**config.mk**
```make
export PLATFORM = sky130hd
export DESIGN_NAME = pipe_stage_skid
export DESIGN_NICKNAME = d
export VERILOG_FILES = /design/src/rtl/pipe_stage_skid.sv
export SDC_FILE = /design/constraint.sdc
export NUM_CORES = 1
export LEC_CHECK = 0
export CAP_MARGIN = 20
export CORE_ASPECT_RATIO = 2
export CORE_MARGIN = 5
export CORE_UTILIZATION = 36
export DETAILED_ROUTE_END_ITERATION = 8
export GPL_TIMING_DRIVEN = 0
export MAX_ROUTING_LAYER = met4
export PLACE_DENSITY = 0.58
export SKIP_LAST_GASP = 1
export SYNTH_ARGS = -nofsm -noshare
export SYNTH_HDL_FRONTEND = slang
export SYNTH_SLANG_ARGS = --single-unit
```
**constraint.sdc**
```tcl
create_clock -name clk -period 4.31 [get_ports clk]
set_clock_uncertainty 0.15 [all_clocks]
set_input_delay 0.862 -clock clk [delete_from_list [all_inputs] [get_ports clk]]
set_output_delay 0.862 -clock clk [all_outputs]
set_load 0.02 [all_outputs]
```
**src/rtl/pipe_stage_skid.sv**
```systemverilog
// Pipeline stage register with valid/ready handshake, synchronous flush,
// optional two-entry skid buffer and a saturating downstream-stall counter.
module pipe_stage_skid #(
  parameter int unsigned          PAYLOAD_W = 81,
  parameter logic [PAYLOAD_W-1:0] NOP_VALUE = '0,
  parameter bit                   SKID_EN   = 1'b1,
  parameter int unsigned          CNT_W     = 16
) (
  input  logic                 clk,
  input  logic                 rst,
  input  logic                 flush,
  input  logic                 up_valid,
  output logic                 up_ready,
  input  logic [PAYLOAD_W-1:0] up_data,
  output logic                 dn_valid,
  input  logic                 dn_ready,
  output logic [PAYLOAD_W-1:0] dn_data,
  output logic [1:0]           occupancy,
  output logic [CNT_W-1:0]     stall_cnt
);

  // State encoding doubles as the occupancy count.
  typedef enum logic [1:0] {
    ST_EMPTY = 2'd0,
    ST_ONE   = 2'd1,
    ST_FULL  = 2'd2
  } state_t;

  localparam logic [CNT_W-1:0] STALL_MAX = '1;

  state_t               r_state;
  state_t               w_state_nxt;
  logic [PAYLOAD_W-1:0] r_main;
  logic [PAYLOAD_W-1:0] r_skid;
  logic [PAYLOAD_W-1:0] w_main_nxt;
  logic [PAYLOAD_W-1:0] w_skid_nxt;
  logic                 r_up_ready;
  logic [CNT_W-1:0]     r_stall_cnt;
  logic                 w_dn_valid;
  logic                 w_up_fire;
  logic                 w_dn_fire;

  // Handshake decode; without the skid slot, ready must look through to dn_ready.
  assign w_dn_valid = (r_state != ST_EMPTY);
  assign up_ready   = SKID_EN ? r_up_ready : (!w_dn_valid || dn_ready);
  assign w_up_fire  = up_valid && up_ready;
  assign w_dn_fire  = w_dn_valid && dn_ready;

  // Next-state and register-update logic; flush discards everything held.
  always_comb begin
    w_state_nxt = r_state;
    w_main_nxt  = r_main;
    w_skid_nxt  = r_skid;
    if (flush) begin
      w_state_nxt = ST_EMPTY;
      w_main_nxt  = NOP_VALUE;
      w_skid_nxt  = NOP_VALUE;
    end else begin
      case (r_state)
        ST_EMPTY: begin
          if (w_up_fire) begin
            w_state_nxt = ST_ONE;
            w_main_nxt  = up_data;
          end
        end
        ST_ONE: begin
          if (w_up_fire && w_dn_fire) begin
            w_main_nxt = up_data;
          end else if (w_up_fire && SKID_EN) begin
            w_state_nxt = ST_FULL;
            w_skid_nxt  = up_data;
          end else if (w_dn_fire) begin
            w_state_nxt = ST_EMPTY;
            w_main_nxt  = NOP_VALUE;
          end
        end
        ST_FULL: begin
          if (w_dn_fire) begin
            w_state_nxt = ST_ONE;
            w_main_nxt  = r_skid;
            w_skid_nxt  = NOP_VALUE;
          end
        end
        default: begin
          w_state_nxt = ST_EMPTY;
          w_main_nxt  = NOP_VALUE;
          w_skid_nxt  = NOP_VALUE;
        end
      endcase
    end
  end

  // State and payload registers; up_ready is precomputed from the next state.
  always_ff @(posedge clk) begin
    if (rst) begin
      r_state    <= ST_EMPTY;
      r_main     <= NOP_VALUE;
      r_skid     <= NOP_VALUE;
      r_up_ready <= 1'b1;
    end else begin
      r_state    <= w_state_nxt;
      r_main     <= w_main_nxt;
      r_skid     <= w_skid_nxt;
      r_up_ready <= (w_state_nxt != ST_FULL);
    end
  end

  // Saturating count of cycles where a held beat is refused downstream.
  always_ff @(posedge clk) begin
    if (rst) begin
      r_stall_cnt <= '0;
    end else if (w_dn_valid && !dn_ready && (r_stall_cnt != STALL_MAX)) begin
      r_stall_cnt <= r_stall_cnt + CNT_W'(1);
    end
  end

  assign dn_valid  = w_dn_valid;
  assign dn_data   = w_dn_valid ? r_main : NOP_VALUE;
  assign occupancy = r_state;
  assign stall_cnt = r_stall_cnt;

endmodule

```
; Word level (Yosys, flattened, before mapping)
; Index checks and enable logic that the tools add are counted.
; W data, S select, Z words.
[classes]
mux = 16
addsub = 1
n_bitwise = 1
reduce_logical = 11
n_eq_ne = 10
[op_table]
columns = cell, n
row1 = $mux W81, 7
row2 = $pmux W81 S3, 2
row3 = $add A16 B1 Y16 const B, 1
row4 = $ne A16 B16 Y1 const B, 1
row5 = $mux W2, 6
row6 = $ne A2 B2 Y1 const B, 5
row7 = $reduce_and A4 Y1, 2
row8 = $ne A3 B3 Y1 const B, 2
row9 = $pmux W2 S3, 1
row10 = $logic_and A1 B1 Y1, 5
row11 = $eq A2 B1 Y1 const B, 1
row12 = $eq A2 B2 Y1 const B, 1
row13 = $logic_not A2 Y1, 1
row14 = $reduce_bool A2 Y1, 1
row15 = $reduce_or A2 Y1, 1
row16 = $logic_not A1 Y1, 1
row17 = $not A1 Y1, 1
[word_totals]
output_inout_bits = 101
reg_bits = 181
in_bits = 86

; Longest topological paths before layout
[logic_depth]
word_depth = 8
depth_mapped = 8
mapped_depth_nobuf = 5

; Worst setup path before layout
; No wires, ideal clock.
[synth_timing]
path_kind = register to output
from = register r_state[0], in the netlist occupancy[0]
to = output dn_data[71]
t_arrival_ns = 1.591
t_required_ns = 3.298
n_path_buf = 3
path_stages_with_launch = 6
setup_slack_ns = 1.707
path_cell_list = dfxtp_1 buf_6 or2_2 clkbuf_1 clkbuf_1 and2_1
[synth_between]
elab_chain_cells = 2
[synth_lines]
columns = element, line_no
row1 = from (decl), 31  ; state_t r_state;
row2 = from (signal assigned), 101  ; r_state <= w_state_nxt;
row3 = $reduce_bool A2 Y1, 44  ; assign w_dn_valid = (r_state != ST_EMPTY);
row4 = via dn_valid, 15  ; output logic dn_valid,
row5 = $mux W81, 118  ; assign dn_data = w_dn_valid ? r_main : NOP_VALUE;
row6 = to (decl), 17  ; output logic [PAYLOAD_W-1:0] dn_data,
; The timed path passes the listed nets, and every way through them passes these cells.

; Worst setup path in the final report
[layout_timing]
from = register r_state[0], in the netlist occupancy[0]
to = output dn_data[44]
[layout_between]
elab_chain_cells = 2
[layout_lines]
columns = element, line_no
row1 = $reduce_bool A2 Y1, 44
row2 = $mux W81, 118
; No other way between the ends.

==> run metrics <==
status=finished, final reports clean; Residual DRC=0; CTS Buffer Depth=2; P_sw=890 uW; global route overflow=0; count leader, synth=dfxtp_1; max cap viols=0; RSZ-0062 raised after global routing=no; Die H=223 um; Critical Path Start Type=flip-flop; die area=26100 um^2; # port buffers=186; final WL=26500 um; critical path, cell by cell=buf_6 -> or2_2 -> clkbuf_1 -> clkbuf_1 -> and2_1 -> clkdlybuf4s50_1; top post-synthesis cells by count=dfxtp_1 (181), nor2_1 (171), and2_1 (166); number of synthesized flops with an enable pin=0; DR vias=7411; later-pin clock latency in the skew report=0.44 ns; Routed wire per std cell=19.0 um; setup TNS=0 ns; Least-Margin Pin Slew=0.881 ns; r2r setup slk=1.64 ns; Pleak=0.00390 uW; Worst Path Arrival=3.08 ns; final worst path period share=94.8%; P_int=2770 uW; drt initial violations=662; gr usage total=21.1%; Slew headroom=41.3%; vias in the first global route=7518; Final min period=4.09 ns; top cell family by delay on the critical path=buffers and inverters; power per cell area=333 nW/um^2; R2R cell count=6; row cnt=78; synthesized net count=980; Mean Syn Cell Area=9.18 um^2; Routed Antenna Nets=0; ys async rst share=0%; Clock transition at path regs=0.06 ns; highest clock rate=245 MHz; Worst R2R End=r_main[12]; setup bufs post-CTS=0; DP Worst Slack=0.579 ns; Yosys top cell by area=dfxtp_1; cts repair resizes=0; Vias/cell=5.32; total CTS buffers=17; worst setup margin=0.222 ns; net count reported at finish=1186; Syn Inst Count=893; Worst Hold Depth=1; share of the yosys chip area belonging to registers=44.2%; Netlist cell types=45; htree depth=4; setup violators final=0; WP buf/inv=4; largest net degree at the start of global routing=17; crit-path most repeated cell=clkbuf_1; drt pass-1 iters=6; final RePlAce weighted congestion=0.818; Final Hold Viols=0; Worst VDD drop=222 uV; initial antenna violation count=2; maximum fanout along the worst path=10; final instance area=11000 um^2; first-pass GRT wire length=41600 um; area of the mapped netlist=8190 um^2; Yosys Warn Count=0; Root Driver=clkbuf_16; Initial Util=36.3%; WS Path Type=reg2out; Top FF cell, synth=dfxtp_1; die width=117 um; max incr delay on CP=0.66 ns; CTS tree=done; synthesis-stage register bit count=181; Post-CTS Hold Buffers=0; Logic pwr share=10.7%; r2r startpoint=occupancy[0]; Placed Area=10400 um^2; Sw Ratio=24.3%; worst hold path class=reg2reg; hold path startpoint=r_main[3]; CP startpoint=occupancy[0]; hpwl dp=19500 um; Synth area leaders=dfxtp_1 (44%), and2_1 (13%), mux2i_1 (10%), nor2_1 (7.8%), a222oi_1 (5.1%); Crit. End Element=output port; clock power share=42.1%; CTS sink cnt=181; share of post-route cells with drive strength above 1=5.31%; area added between synthesis and finish=34.1%; sequential fraction of design power=47.1%; Hold Path End=r_main[3]; CP required=3.30 ns; top cell type's share of synthesized area=44.2%; CORE AREA=22500 um^2; max-slew violations=0; Worst path slowest cell=clkbuf_1; Ports=187
worst register-to-register path, delay by kind of cell (launching register included):
family                 cells  cell delay (ns)
DFF                        1             0.34
buffers and inverters      3             1.21
AOI/OAI and AO/OA          1             0.24
and+or+nand+nor            2             0.68
logic make-up (layout without fill, tap and decap cells):
logic type,count (synthesis),after routing,synth area share [%]
compound gates,147,147,16.0
xor+xnor,1,1,0.107
fa+ha+maj,1,1,0.153
buf+inv,86,305,4.38
flops,181,181,44.2
mux,87,87,10.7
other cells,0,2,0
simple gates,390,390,24.4
power groups by stage:
stage | Sequential [uW] | Clock (uW) | Combinational (uW)
global route | 1730 | 1660 | 427
finish | 1720 | 1540 | 392
floorplan | 1760 | 0 | 206
CTS | 1720 | 1590 | 398
global placement | 1760 | 0 | 393
detailed placement | 1760 | 0 | 396
state kept, by name, indices dropped and copies added, names as in the netlist:
signal and count:
occupancy 2, r_skid 81, up_ready 1, r_main 81
stall_cnt 16
routing by layer:
metal	share of wire, %	track usage (%)
met5	0	-
met4	2.1	7.85
met1	38	22.7
met2	55	37.9
met3	4.4	3.72
worst max path at each step:
stage,to,slack (ns),cells past startpoint
floorplan,dn_data[71],1.71,5
global placement,r_main[79],0.60,7
detailed placement,r_main[12],0.58,7
CTS,dn_data[44],0.15,6
global route,dn_data[44],0.11,6
finish,dn_data[44],0.22,6
area by class of cell:
cell class,instances,area (um^2)
Antenna cell,2,5.00
Buffer,82,344
Clock buffer,22,464
Clock inverter,10,105
Fill cell,2222,11600
Inverter,4,15.0
Multi-Input combinational cell,626,4210
Sequential cell,181,3620
Tap cell,280,350
Timing Repair Buffer,187,1870
metrics by stage:
| step | hold WS [ns] | utilization [%] | std cells | total power, uW |
|---|---|---|---|---|
| after floorplan | 0.297 | - | 893 | 1960 |
| after global placement | 0.311 | 46.2 | 1359 | 2150 |
| after detailed placement | 0.317 | 46.2 | 1359 | 2160 |
| after CTS | 0.334 | 48.7 | 1391 | 3710 |
| after global routing | 0.348 | 48.7 | 1394 | 3810 |
| final | 0.329 | 48.7 | 1394 | 3660 |
layout by cell type, fill, tap and decap left out, types with 6 or more instances in the layout:
cell type,Yosys,routed
a21oi_1,6,6
a221o_1,39,39
a222oi_1,42,42
a22oi_1,39,39
and2_1,166,166
buf_2,12,13
clkbuf_1,66,69
clkbuf_16,0,17
clkdlybuf4s50_1,0,186
clkinv_2,0,6
dfxtp_1,181,181
mux2i_1,82,82
nand2_1,11,11
nand3_1,7,7
nor2_1,171,171
nor2b_1,7,7
No activity file was read; power rests on OpenSTA's default activity.
